==> config.mk <==
export PLATFORM = sky130hd
export DESIGN_NAME = rmw_long_latency_rd_sched_flat
export DESIGN_NICKNAME = d
export VERILOG_FILES = /design/src/rtl/rmw_long_latency_rd_sched_if.sv /design/src/rtl/rmw_long_latency_rd_sched.sv /design/src/flat_wrapper.sv
export SDC_FILE = /design/constraint.sdc
export NUM_CORES = 1
export LEC_CHECK = 0
export ABC_AREA = 1
export ABC_CLOCK_PERIOD_IN_PS = 2200
export BUFFER_PORTS_ARGS = -buffer_cell sky130_fd_sc_hd__buf_2
export CAP_MARGIN = 15
export CORE_UTILIZATION = 50
export CTS_CLUSTER_SIZE = 14
export DETAILED_ROUTE_END_ITERATION = 7
export MAX_ROUTING_LAYER = met4
export PLACE_DENSITY = 0.85
export SYNTH_ARGS = -nofsm -noshare
export SYNTH_HDL_FRONTEND = slang
export SYNTH_SLANG_ARGS = --single-unit
==> constraint.sdc <==
create_clock -name clk -period 2.2 [get_ports clk]
set_clock_uncertainty 0.2 [all_clocks]
set_input_delay 0.22 -clock clk [delete_from_list [all_inputs] [get_ports clk]]
set_output_delay 0.22 -clock clk [all_outputs]
set_load 0.02 [all_outputs]
==> src/rtl/rmw_long_latency_rd_sched_if.sv <==
// Interface bundling the requester, table-read and response signals of the
// long-latency read scheduler.
//   slave  : the scheduler side (takes requests and completions, drives grants,
//            table reads, responses and status)
//   master : the environment side (requesters and the table lookup engine)
// Signals:
//   req_vld_r / req_id_r        per-requester read request and table index
//   req_rdy_w                   one-hot combinational grant
//   tbl_rd_r / _id_r / _itag_r  registered table read strobe, index, issue tag
//   tbl_rd_word_vld_r / _word_r / _ctag_r   table completion
//   rsp_vld_r / rsp_word_r / rsp_tag_r      registered routed completion
//   busy_r / err_r              any tag outstanding / sticky unallocated-completion
interface rmw_long_latency_rd_sched_if #(
    parameter int N_REQ  = 4,
    parameter int TAG_W  = 3,
    parameter int ID_W   = 8,
    parameter int WORD_W = 32
);
    logic [N_REQ-1:0]      req_vld_r;
    logic [N_REQ*ID_W-1:0] req_id_r;
    logic [N_REQ-1:0]      req_rdy_w;
    logic                  tbl_rd_r;
    logic [ID_W-1:0]       tbl_rd_id_r;
    logic [TAG_W-1:0]      tbl_rd_itag_r;
    logic                  tbl_rd_word_vld_r;
    logic [WORD_W-1:0]     tbl_rd_word_r;
    logic [TAG_W-1:0]      tbl_rd_ctag_r;
    logic [N_REQ-1:0]      rsp_vld_r;
    logic [WORD_W-1:0]     rsp_word_r;
    logic [TAG_W-1:0]      rsp_tag_r;
    logic                  busy_r;
    logic                  err_r;

    modport slave (
        input  req_vld_r, req_id_r, tbl_rd_word_vld_r, tbl_rd_word_r, tbl_rd_ctag_r,
        output req_rdy_w, tbl_rd_r, tbl_rd_id_r, tbl_rd_itag_r,
               rsp_vld_r, rsp_word_r, rsp_tag_r, busy_r, err_r
    );

    modport master (
        output req_vld_r, req_id_r, tbl_rd_word_vld_r, tbl_rd_word_r, tbl_rd_ctag_r,
        input  req_rdy_w, tbl_rd_r, tbl_rd_id_r, tbl_rd_itag_r,
               rsp_vld_r, rsp_word_r, rsp_tag_r, busy_r, err_r
    );
endinterface

==> src/rtl/rmw_long_latency_rd_sched.sv <==
// Long-latency table read scheduler.
// Shares one table read port between N_REQ requesters: round-robin picks one
// requester per cycle, allocates the lowest free in-flight tag, issues the read
// one cycle later, and routes each out-of-order completion back to the
// requester owning its tag.
// Ports:
//   clk  clock
//   rst  synchronous reset, active-low (0 = reset)
//   bus  slave side of rmw_long_latency_rd_sched_if (requests, grants, table
//        read, completions, responses, busy/err status)
module rmw_long_latency_rd_sched #(
    parameter int N_REQ  = 4,
    parameter int TAG_W  = 3,
    parameter int ID_W   = 8,
    parameter int WORD_W = 32
) (
    input  logic                        clk,
    input  logic                        rst,
    rmw_long_latency_rd_sched_if.slave  bus
);
    localparam int NT    = 1 << TAG_W;
    localparam int OWN_W = (N_REQ > 1) ? $clog2(N_REQ) : 1;

    logic [NT-1:0]    tag_busy_r;
    logic [OWN_W-1:0] owner_r [NT];
    logic [OWN_W-1:0] rr_ptr_r;

    logic [OWN_W-1:0] win_idx_s;
    logic [TAG_W-1:0] free_idx_s;
    logic             grant_s;
    logic             cmp_hit_s;
    logic             cmp_miss_s;
    logic [NT-1:0]    tag_set_s;
    logic [NT-1:0]    tag_clr_s;
    logic [NT-1:0]    tag_busy_nxt_s;

    // Requester index at a given distance above base, wrapping at N_REQ.
    function automatic logic [OWN_W-1:0] rr_idx(input logic [OWN_W-1:0] base, input int ofs);
        rr_idx = OWN_W'((int'(base) + ofs) % N_REQ);
    endfunction

    // Round-robin winner and lowest free tag; searching downward lets the
    // closest candidate overwrite the farther ones.
    always_comb begin
        win_idx_s  = rr_ptr_r;
        free_idx_s = {TAG_W{1'b0}};
        for (int k = N_REQ - 1; k >= 0; k--) begin
            win_idx_s = bus.req_vld_r[rr_idx(rr_ptr_r, k)] ? rr_idx(rr_ptr_r, k) : win_idx_s;
        end
        for (int t = NT - 1; t >= 0; t--) begin
            free_idx_s = tag_busy_r[t] ? free_idx_s : TAG_W'(t);
        end
    end

    // Grant qualification and tag-set bookkeeping; the completing tag is only
    // freed, never reallocated on the same edge, since allocation looks at the
    // pre-edge busy vector.
    always_comb begin
        grant_s        = rst && (|bus.req_vld_r) && !(&tag_busy_r);
        cmp_hit_s      = bus.tbl_rd_word_vld_r && tag_busy_r[bus.tbl_rd_ctag_r];
        cmp_miss_s     = bus.tbl_rd_word_vld_r && !tag_busy_r[bus.tbl_rd_ctag_r];
        tag_set_s      = {NT{1'b0}};
        tag_clr_s      = {NT{1'b0}};
        bus.req_rdy_w  = {N_REQ{1'b0}};
        if (grant_s) begin
            tag_set_s     = {{(NT-1){1'b0}}, 1'b1} << free_idx_s;
            bus.req_rdy_w = {{(N_REQ-1){1'b0}}, 1'b1} << win_idx_s;
        end else begin
            tag_set_s     = {NT{1'b0}};
            bus.req_rdy_w = {N_REQ{1'b0}};
        end
        if (cmp_hit_s) begin
            tag_clr_s = {{(NT-1){1'b0}}, 1'b1} << bus.tbl_rd_ctag_r;
        end else begin
            tag_clr_s = {NT{1'b0}};
        end
        tag_busy_nxt_s = (tag_busy_r & ~tag_clr_s) | tag_set_s;
    end

    // Tag state, issue, completion routing and status registers.
    always_ff @(posedge clk) begin
        if (!rst) begin
            tag_busy_r        <= {NT{1'b0}};
            rr_ptr_r          <= {OWN_W{1'b0}};
            for (int t = 0; t < NT; t++) begin
                owner_r[t] <= {OWN_W{1'b0}};
            end
            bus.tbl_rd_r      <= 1'b0;
            bus.tbl_rd_id_r   <= {ID_W{1'b0}};
            bus.tbl_rd_itag_r <= {TAG_W{1'b0}};
            bus.rsp_vld_r     <= {N_REQ{1'b0}};
            bus.rsp_word_r    <= {WORD_W{1'b0}};
            bus.rsp_tag_r     <= {TAG_W{1'b0}};
            bus.busy_r        <= 1'b0;
            bus.err_r         <= 1'b0;
        end else begin
            tag_busy_r <= tag_busy_nxt_s;
            bus.busy_r <= |tag_busy_nxt_s;
            if (grant_s) begin
                bus.tbl_rd_r          <= 1'b1;
                bus.tbl_rd_id_r       <= bus.req_id_r[int'(win_idx_s) * ID_W +: ID_W];
                bus.tbl_rd_itag_r     <= free_idx_s;
                owner_r[free_idx_s]   <= win_idx_s;
                rr_ptr_r              <= rr_idx(win_idx_s, 1);
            end else begin
                bus.tbl_rd_r <= 1'b0;
            end
            if (cmp_hit_s) begin
                bus.rsp_vld_r  <= {{(N_REQ-1){1'b0}}, 1'b1} << owner_r[bus.tbl_rd_ctag_r];
                bus.rsp_word_r <= bus.tbl_rd_word_r;
                bus.rsp_tag_r  <= bus.tbl_rd_ctag_r;
            end else begin
                bus.rsp_vld_r  <= {N_REQ{1'b0}};
            end
            if (cmp_miss_s) begin
                bus.err_r <= 1'b1;
            end else begin
                bus.err_r <= bus.err_r;
            end
        end
    end
endmodule

==> src/flat_wrapper.sv <==
// flat-port wrapper written by rule: the top's interface ports become plain ports
module rmw_long_latency_rd_sched_flat 
#(
    parameter int N_REQ  = 4,
    parameter int TAG_W  = 3,
    parameter int ID_W   = 8,
    parameter int WORD_W = 32
)
  (clk, rst, bus_req_vld_r, bus_req_id_r, bus_tbl_rd_word_vld_r, bus_tbl_rd_word_r, bus_tbl_rd_ctag_r, bus_req_rdy_w, bus_tbl_rd_r, bus_tbl_rd_id_r, bus_tbl_rd_itag_r, bus_rsp_vld_r, bus_rsp_word_r, bus_rsp_tag_r, bus_busy_r, bus_err_r);
  rmw_long_latency_rd_sched_if #(.N_REQ(N_REQ), .TAG_W(TAG_W), .ID_W(ID_W), .WORD_W(WORD_W)) bus_i ();
  input  logic clk;
  input  logic rst;
  input wire logic [$bits(bus_i.req_vld_r)-1:0] bus_req_vld_r;
  input wire logic [$bits(bus_i.req_id_r)-1:0] bus_req_id_r;
  input wire logic [$bits(bus_i.tbl_rd_word_vld_r)-1:0] bus_tbl_rd_word_vld_r;
  input wire logic [$bits(bus_i.tbl_rd_word_r)-1:0] bus_tbl_rd_word_r;
  input wire logic [$bits(bus_i.tbl_rd_ctag_r)-1:0] bus_tbl_rd_ctag_r;
  output wire logic [$bits(bus_i.req_rdy_w)-1:0] bus_req_rdy_w;
  output wire logic [$bits(bus_i.tbl_rd_r)-1:0] bus_tbl_rd_r;
  output wire logic [$bits(bus_i.tbl_rd_id_r)-1:0] bus_tbl_rd_id_r;
  output wire logic [$bits(bus_i.tbl_rd_itag_r)-1:0] bus_tbl_rd_itag_r;
  output wire logic [$bits(bus_i.rsp_vld_r)-1:0] bus_rsp_vld_r;
  output wire logic [$bits(bus_i.rsp_word_r)-1:0] bus_rsp_word_r;
  output wire logic [$bits(bus_i.rsp_tag_r)-1:0] bus_rsp_tag_r;
  output wire logic [$bits(bus_i.busy_r)-1:0] bus_busy_r;
  output wire logic [$bits(bus_i.err_r)-1:0] bus_err_r;
  assign bus_i.req_vld_r = bus_req_vld_r;
  assign bus_i.req_id_r = bus_req_id_r;
  assign bus_i.tbl_rd_word_vld_r = bus_tbl_rd_word_vld_r;
  assign bus_i.tbl_rd_word_r = bus_tbl_rd_word_r;
  assign bus_i.tbl_rd_ctag_r = bus_tbl_rd_ctag_r;
  assign bus_req_rdy_w = bus_i.req_rdy_w;
  assign bus_tbl_rd_r = bus_i.tbl_rd_r;
  assign bus_tbl_rd_id_r = bus_i.tbl_rd_id_r;
  assign bus_tbl_rd_itag_r = bus_i.tbl_rd_itag_r;
  assign bus_rsp_vld_r = bus_i.rsp_vld_r;
  assign bus_rsp_word_r = bus_i.rsp_word_r;
  assign bus_rsp_tag_r = bus_i.rsp_tag_r;
  assign bus_busy_r = bus_i.busy_r;
  assign bus_err_r = bus_i.err_r;
  rmw_long_latency_rd_sched #(.N_REQ(N_REQ), .TAG_W(TAG_W), .ID_W(ID_W), .WORD_W(WORD_W)) u_core (.clk(clk), .rst(rst), .bus(bus_i));
endmodule
==> impl_metrics.yaml, run 1 <==
status:
  status: "complete, but fails checks"
  violations: "negative setup slack"
timing:
  worst_slack_ns: -0.248
  min_period_ns: 2.45
  worst_slew_pin_slew_ns: 0.538
  setup_tns_ns: -0.923
  setup_violations: 4
  drv_slew: 0
  rsz0062_at_grt: "true"
  hold_viol_final: 0
  post-route-period-util_pct: 111
  timing.fmax_mhz: 408
  relSlewSlack_pct: 64.2
yosys:
  synth_seq_cells: 79
  ys_seq_area_share_pct: 46.7
  syn_nets: 593
  syn_area_per_cell_um2: 7.24
  syn_inst: 515
  synth.distinct_cells: 28
  yosysWarnings: 0
  synth_area_um2: 3730
clock_network:
  clk_pin_slew_ns: 0.08
  root_buffer: "clkbuf_8"
  cts_tree: "done"
  cts.sinks: 79
  numCtsBuffers: 9
  h-tree-depth: 3
  clk_latency_ns: 0.34
  cts_buffer_depth: 2
cells_and_area:
  nets: 770
  areaGrowthSynthToFinish_pct: 44.1
  layout-drive-gt1-share_pct: 31.6
  antenna_cells: 0
floorplan:
  io_pins: 131
  die_w_um: 88.4
  initial_core_util_pct: 51.7
  core_area_um2: 7210
  die_y_um: 88.4
  dieArea_um2: 7810
  fp-row-count: 31
detailed_routing:
  dr.pass1.iters: 5
  drc_errors: 0
  drt-vias-per-instance: 5.40
  drt_iter0_markers: 303
  wirelength_um: 11700
  ant_nets: 0
  via_count: 4298
  wl_per_cell_um: 14.7
grt:
  grt_pass1_wl_um: 17500
  grt_remaining_overflow: 0
  grt_max_degree: 59
  grt_pass1_vias: 4014
  grt_usage_pct: 29.6
  antenna_found_initial: 0
power_and_ir_drop:
  power_density_nw_per_um2: 1060
  ir_drop_v: 0.000905
  p_leak_nw: 2.65
placed_design:
  pre_cts_ws_ns: 0.0395
  io_buffers: 130
  gp_congestion: 0.898
  hpwl_um: 7190
job:
  cap_violations: 0
worst_setup_path:
  worst_ep_arrival_time_ns: 2.03
  worstSetupStartpointType: "flip-flop"
  slowest_delay_ns: 0.41
  critPathKind: "flip-flop to output port"
  end_kind: "output port"
  cpMaxStageDelayCell: "dfxtp_4"
  crit_chain: "buf_6 > nand2_2 > nand3_2 > nand2_2 > inv_2 > nand2_2 > nand2_4 > nand2_4 > nand2_4 > nand2_8 > inv_8 > ha_4 > inv_2 > nor2_2 > buf_6"
  cp_max_fo: 6
  critical_path_required_ns: 1.78
min_path:
  hold_class: "input port to flip-flop"
[cells in the mapped netlist (all sizes together)]
cell type | number | area, um^2
nand4 | 11 | 68.8
a21oi | 13 | 65.1
nand2 | 114 | 453
dfxtp | 63 | 1260
nor4 | 1 | 6.26
nand3 | 69 | 363
clkbuf | 12 | 45.0
nor2 | 112 | 423
a221oi | 1 | 8.76
nand3b | 1 | 7.51
ha | 4 | 50.1
a22oi | 6 | 45.0
o21ai | 44 | 220
nor3 | 1 | 5.00
edfxtp | 16 | 480
inv | 33 | 124
buf | 13 | 96.3
a31oi | 1 | 6.26
[state kept, by name (all words and copies together) (netlist names)]
name / count
u_core.bus.busy_r: 1
u_core.bus.err_r: 1
u_core.bus.rsp_tag_r: 3
u_core.bus.rsp_vld_r: 4
u_core.bus.rsp_word_r: 32
u_core.bus.tbl_rd_id_r: 8
u_core.bus.tbl_rd_itag_r: 3
u_core.bus.tbl_rd_r: 1
u_core.owner_r: 16
u_core.rr_ptr_r: 2
u_core.tag_busy_r: 8
[metal layers]
| layer | up-vias | part of all wire (%) | global-route usage, % |
|---|---|---|---|
| li1 | 2048 | - | - |
| met1 | 1972 | 39 | 32.3 |
| met2 | 229 | 51 | 51.3 |
| met3 | 49 | 6.4 | 5.50 |
| met4 | 0 | 4.1 | 15.7 |
| met5 | - | 0 | - |
[what timing repair did]
action,in CTS,in global routing
hold buffers,38,0
buffers inserted,2,8
pin swaps,0,21
endpoints found under the hold margin,38,0
gates cloned,0,0
gates resized for setup,11,59
endpoints found under the setup margin,4,4
[critical path: cells and delay by family (launching register included)]
kind	cells	cell delay [ns]
AND/OR/NAND/NOR	9	0.73
buffers and inverters	5	0.43
adder cells (fa/ha/maj)	1	0.12
flip-flops	1	0.41
[kinds of logic (layout without fill, tap and decap cells)]
family | count (synthesis) | in the layout | share of synthesized area, %
AND/OR/NAND/NOR | 309 | 309 | 35.6
flip-flops | 79 | 79 | 46.7
AO/OA/AOI/OAI | 65 | 65 | 9.26
buffers and inverters | 58 | 240 | 7.11
adder cells (fa/ha/maj) | 4 | 4 | 1.34
[final timing paths]
check	startpoint	endpoint	slack (ns)	depth (start not counted)
hold reg to reg	u_core.bus.rsp_tag_r[2]	u_core.bus.rsp_tag_r[2]	0.26	2
setup / recovery	u_core.rr_ptr_r[0]	bus_req_rdy_w[2]	-0.25	15
setup reg to reg	u_core.rr_ptr_r[0]	u_core.bus.tbl_rd_id_r[5]	0.07	14
hold / removal	bus_req_id_r[30]	u_core.bus.tbl_rd_id_r[6]	0.01	5
[placed cells by master (no fill, tap or decap), types with 3 or more instances in the layout]
cell type	count
inv_2	7
nand3_1	62
nand2_2	14
inv_1	22
nor2_1	109
nand4_1	11
ha_4	4
nand3_2	5
o21ai_0	42
buf_2	126
nand2_4	7
clkbuf_8	9
buf_4	23
nand2_1	92
inv_6	3
dfxtp_1	61
buf_6	3
a21oi_1	13
dlygate4sd3_1	38
edfxtp_1	16
a22oi_1	6
[per-stage QoR]
| stage | util (%) | power [W] | instances | hold slack, ns | cell area (um^2) |
|---|---|---|---|---|---|
| after floorplan | - | 0.00321 | 515 | 0.155 | 3730 |
| after global routing | 74.5 | 0.00602 | 796 | 0.0548 | 5370 |
| after CTS | 70.7 | 0.00506 | 788 | 0.00436 | 5100 |
| after detailed placement | 62.1 | 0.00382 | 732 | 0.250 | 4480 |
| after global placement | 62.1 | 0.00373 | 732 | 0.242 | 4480 |
| final | 74.5 | 0.00572 | 796 | 0.0143 | 5370 |
[final cells by class]
class                      instances  area [um^2]
multi-input combinational        378         1920
fill                             547         1840
sequential                        79         1750
timing repair buffer             191         1240
inverter                          33          144
clock buffer                       9          124
tap                               99          124
clock inverter                     7         78.8
[power by group]
| group | total [W] | internal, W | leakage (nW) | switching [W] |
|---|---|---|---|---|
| combinational | 0.00283 | 0.00112 | 1.86 | 0.00171 |
| clock | 0.00112 | 0.000539 | 0.106 | 0.000578 |
| sequential | 0.00177 | 0.00165 | 0.685 | 0.000118 |
| total | 0.00572 | 0.00331 | 2.65 | 0.00241 |
Note: power is estimated with default switching activity, not from simulation.
==> run 2, diff against run 1 <==
--- a/config.mk
+++ b/config.mk
@@ -9,11 +9,11 @@
 export ABC_CLOCK_PERIOD_IN_PS = 2200
 export BUFFER_PORTS_ARGS = -buffer_cell sky130_fd_sc_hd__buf_2
 export CAP_MARGIN = 15
-export CORE_UTILIZATION = 50
+export CORE_UTILIZATION = 40
 export CTS_CLUSTER_SIZE = 14
 export DETAILED_ROUTE_END_ITERATION = 7
 export MAX_ROUTING_LAYER = met4
-export PLACE_DENSITY = 0.85
+export PLACE_DENSITY = 0.71
 export SYNTH_ARGS = -nofsm -noshare
 export SYNTH_HDL_FRONTEND = slang
 export SYNTH_SLANG_ARGS = --single-unit
==> impl_metrics.yaml, run 2 (same netlist as run 1, synthesis figures left out) <==
cells_and_area:
  fill_cells: 759
  regMostFlops: "u_core.bus.rsp_word_r"
  antenna_cells: 0
  layout-drive-gt1-share_pct: 29.9
  final_common_cell: "buf_2"
  reg.largest.list: "u_core.bus.rsp_word_r x32, u_core.owner_r x16"
  largest_register_ffs: 32
  ff_latch_area_um2: 1750
  fin_util_pct: 59.4
  multi_input_area_um2: 1780
  finalInstanceArea_um2: 5280
  layoutNonFillerInstCount: 810
  nets: 775
  areaGrowthSynthToFinish_pct: 41.6
  final_cell_mix: "buf_2, nor2_1, nand2_1"
job:
  cap_violations: 0
timing:
  timing.fmax_mhz: 404
  whs_ns: 0.00972
  min_period_ns: 2.48
  relSlewSlack_pct: 62.7
  post-route-period-util_pct: 113
  hold_viol_final: 0
  drv_slew: 0
  rsz0062_at_grt: "true"
  setup_violations: 4
  worst_slack_ns: -0.278
  worst_slew_pin_slew_ns: 0.559
placed_design:
  gp_congestion: 0.917
  hpwl_um: 7360
  place_area_um2: 4510
  io_buffers: 130
  place_inst: 744
clock_network:
  root_buffer: "clkbuf_8"
  clk_pin_slew_ns: 0.08
  numCtsBuffers: 9
  cts_buffer_depth: 2
  clk_latency_ns: 0.34
  h-tree-depth: 3
  cts_tree: "done"
  cts.sinks: 79
worst_setup_path:
  rrSetupSlack_ns: 0.03
  critical_path_required_ns: 1.78
  cpMaxStageDelayCell: "dfxtp_4"
  cp_max_fo: 5
  crit_chain: "buf_6 > nand2_2 > nand2_2 > nand2_2 > nand2_2 > inv_2 > nand3_1 > nand2_1 > nand2_1 > nand2_2 > inv_2 > ha_1 > inv_1 > nor2_1 > buf_4"
  end_kind: "output port"
  cp_common_cell: "nand2_2"
  slowest_delay_ns: 0.37
  worst_ep_arrival_time_ns: 2.06
  path_delay_family: "simple AND/OR/NAND/NOR gates"
  worstSetupStartpointType: "flip-flop"
  critPathBufInv: 5
  critPathKind: "flip-flop to output port"
detailed_routing:
  wl_per_cell_um: 14.1
  wirelength_um: 11400
  dr.pass1.iters: 7
  via_count: 4180
  drt_iter0_markers: 289
  drc_errors: 3
  ant_nets: 0
  drt-vias-per-instance: 5.16
floorplan:
  die_w_um: 98.5
  dieArea_um2: 9710
  core_area_um2: 8890
  fp-row-count: 34
  initial_core_util_pct: 41.9
  io_pins: 131
  die_y_um: 98.5
grt:
  grt_remaining_overflow: 0
  grt_pass1_vias: 4086
  antenna_found_initial: 0
  grt_pass1_wl_um: 18400
  grt_max_degree: 59
  grt_usage_pct: 24.2
status:
  violations: "design-rule violations, negative setup slack"
  status: "complete, but fails checks"
power_and_ir_drop:
  ir_drop_v: 0.000606
  p_total_w: 0.00531
  power_density_nw_per_um2: 1010
  p_leak_nw: 2.62
min_path:
  hold_class: "input port to flip-flop"
-- run 2: layout make-up --
type                       count  area share, %
timing repair buffer         196           24.4
multi-input combinational    378           33.7
tap                          108           2.56
sequential                    79           33.1
clock buffer                   9           2.35
inverter                      33           2.51
clock inverter                 7           1.37
-- run 2: routing by layer --
| layer | track usage, % | vias up | part of all wire (%) |
|---|---|---|---|
| li1 | - | 2056 | - |
| met1 | 27.8 | 1913 | 41 |
| met2 | 41.3 | 177 | 51 |
| met3 | 4.89 | 34 | 5.7 |
| met5 | - | - | 0 |
| met4 | 9.76 | 0 | 2.5 |
-- run 2: repair_timing --
action                                  CTS  global route
pin swaps                                 7             8
endpoints found under the hold margin    37             0
hold buffers                             39             0
resized for setup                        16            18
gates cloned                              1             0
endpoints found under the setup margin    4            26
buffers inserted                          7             5
-- run 2: worst paths after layout --
kind                                                 from                   endpoint  cells past startpoint
worst min-delay path                     bus_req_id_r[26]  u_core.bus.tbl_rd_id_r[2]                      5
worst max register to register         u_core.rr_ptr_r[0]         u_core.rr_ptr_r[1]                     14
worst min register to register  u_core.bus.tbl_rd_id_r[1]  u_core.bus.tbl_rd_id_r[1]                      2
worst max-delay path                   u_core.rr_ptr_r[0]           bus_req_rdy_w[3]                     15
-- run 2: tightest hold or removal path: stages --
cell and delay (ns):
buf_2 0.07, nand2_1 0.04, nand3_1 0.06, nand3_1 0.06, nand2_1 0.06
-- run 2: report_power, final --
group	switching (W)	internal, W	total [W]
Sequential	0.000101	0.00165	0.00175
Combinational	0.00150	0.000992	0.00250
Clock	0.000539	0.000526	0.00106
-- run 2: metrics by stage --
stage	TNS (ns)	worst slack [ns]
after floorplan	0	0.0287
after global placement	0	0.178
after detailed placement	0	0.0977
after CTS	-0.702	-0.178
after global routing	-1.67	-0.425
final	-0.991	-0.278
==> run 3, diff against run 2 <==
--- a/config.mk
+++ b/config.mk
@@ -14,6 +14,7 @@
 export DETAILED_ROUTE_END_ITERATION = 7
 export MAX_ROUTING_LAYER = met4
 export PLACE_DENSITY = 0.71
+export SETUP_SLACK_MARGIN = 0.02
 export SYNTH_ARGS = -nofsm -noshare
 export SYNTH_HDL_FRONTEND = slang
 export SYNTH_SLANG_ARGS = --single-unit
==> impl_metrics.yaml, run 3 (same netlist as run 1, synthesis figures left out) <==
power_and_ir_drop:
  p_sw_share_pct: 40.4
  p_switching_w: 0.00215
  p_leak_nw: 2.62
  seqPwrFrac_pct: 32.9
  power_frac_comb_pct: 47.0
  ir_drop_v: 0.000606
  p_int_w: 0.00317
  p_clk_share_pct: 20.1
  power_density_nw_per_um2: 1000
grt:
  grt_remaining_overflow: 0
  grt_max_degree: 59
  grt_usage_pct: 24.2
  antenna_found_initial: 0
  grt_pass1_vias: 4086
  grt_pass1_wl_um: 18400
detailed_routing:
  dr.pass1.iters: 7
  wirelength_um: 11500
  wl_per_cell_um: 14.2
  ant_nets: 0
  drt-vias-per-instance: 5.20
  drc_errors: 3
  drt_iter0_markers: 258
  via_count: 4216
cells_and_area:
  final_common_cell: "buf_2"
  antenna_cells: 0
  reg.largest.list: "u_core.bus.rsp_word_r x32, u_core.owner_r x16"
  regMostFlops: "u_core.bus.rsp_word_r"
  final_cell_mix: "buf_2, nor2_1, nand2_1"
  largest_register_ffs: 32
  finalInstanceArea_um2: 5290
  layout-drive-gt1-share_pct: 30.3
  areaGrowthSynthToFinish_pct: 41.9
  nets: 775
min_path:
  hold_path_depth: 5
  hold_class: "input port to flip-flop"
timing:
  worst_slack_ns: -0.278
  relSlewSlack_pct: 63.4
  rsz0062_at_grt: "true"
  min_period_ns: 2.48
  setup_violations: 4
  worst_slew_pin_slew_ns: 0.549
  post-route-period-util_pct: 113
  hold_viol_final: 0
  drv_slew: 0
  setup_tns_ns: -0.998
  timing.fmax_mhz: 403
worst_setup_path:
  end_kind: "output port"
  critical_path_required_ns: 1.78
  worstSetupStartpointType: "flip-flop"
  cp_max_fo: 5
  ff2ff_path_depth: 14
  worst_ep_arrival_time_ns: 2.06
  critPathKind: "flip-flop to output port"
job:
  cap_violations: 0
clock_network:
  clk_pin_slew_ns: 0.08
  cts_buffer_depth: 2
  numCtsBuffers: 9
  cts_tree: "done"
  clk_latency_ns: 0.34
  cts.sinks: 79
  root_buffer: "clkbuf_8"
  h-tree-depth: 3
floorplan:
  initial_core_util_pct: 41.9
  io_pins: 131
  fp-row-count: 34
  die_w_um: 98.5
  core_area_um2: 8890
  die_y_um: 98.5
  dieArea_um2: 9710
placed_design:
  gp_congestion: 0.917
  place_area_um2: 4510
  hpwl_um: 7360
  io_buffers: 130
status:
  status: "complete, but fails checks"
  violations: "design-rule violations, negative setup slack"
run 3: cell counts in the layout (fill, tap and decap cells not counted):
Identical to the previous run, type by type.
run 3: worst max-delay path, stage by stage, from the launching register on:
cell,delay [ns]
dfxtp_4,0.37
buf_6,0.13
nand2_1,0.07
nand2_2,0.07
nand2_2,0.08
nand2_2,0.07
inv_2,0.07
nand3_1,0.09
nand2_1,0.08
nand2_1,0.07
nand2_2,0.12
inv_2,0.06
ha_1,0.17
inv_1,0.06
nor2_1,0.04
buf_4,0.16
run 3: worst paths after layout:
| kind | from | endpoint | slack (ns) |
|---|---|---|---|
| min | bus_req_id_r[26] | u_core.bus.tbl_rd_id_r[2] | 0.01 |
| min reg2reg | u_core.bus.tbl_rd_id_r[1] | u_core.bus.tbl_rd_id_r[1] | 0.27 |
| max reg2reg | u_core.rr_ptr_r[0] | u_core.rr_ptr_r[1] | 0.04 |
| max | u_core.rr_ptr_r[0] | bus_req_rdy_w[3] | -0.28 |
run 3: power by group through the flow:
| stage | sequential, W | combinational, W | clock (W) |
|---|---|---|---|
| 2_1_floorplan | 0.00189 | 0.00132 | 0 |
| 3_3_place_gp | 0.00175 | 0.00203 | 0 |
| 3_5_place_dp | 0.00175 | 0.00207 | 0 |
| 4_1_cts | 0.00174 | 0.00233 | 0.00110 |
| 5_1_grt | 0.00177 | 0.00272 | 0.00116 |
| 6_report | 0.00175 | 0.00250 | 0.00107 |
run 3: repair_timing:
action,CTS,global route
hold buffers,39,0
endpoints found under the hold margin,37,0
pin swaps,7,8
endpoints found under the setup margin,4,43
gates cloned,1,0
setup buffers,7,5
gates resized for setup,16,21
run 3: final cells by class:
class                   count  area (um^2)
clock buffers               9          124
clock inverters             7         72.6
fillers                   758         3600
inverters                  33          133
multi-input cells         378         1790
flip-flops and latches     79         1750
well taps                 108          135
repair buffers            196         1290
run 3: layer usage:
layer / global-route usage [%] / vias to the layer above / share of wire [%]
li1: - / 2057 / -
met3: 4.89 / 34 / 5.8
met5: - / - / 0
met4: 9.76 / 0 / 2.5
met2: 41.3 / 189 / 51
met1: 27.8 / 1936 / 40
run 3: per-stage QoR:
step	total power [W]	utilization, %	hold slack (ns)	worst slack [ns]	cells
global placement	0.00379	50.7	0.243	0.178	744
floorplan	0.00321	-	0.155	0.0287	515
CTS	0.00517	58.5	0.000466	-0.178	807
finish	0.00531	59.5	0.0125	-0.278	810
detailed placement	0.00382	50.7	0.249	0.0977	744
global route	0.00565	59.5	0.0302	-0.425	810
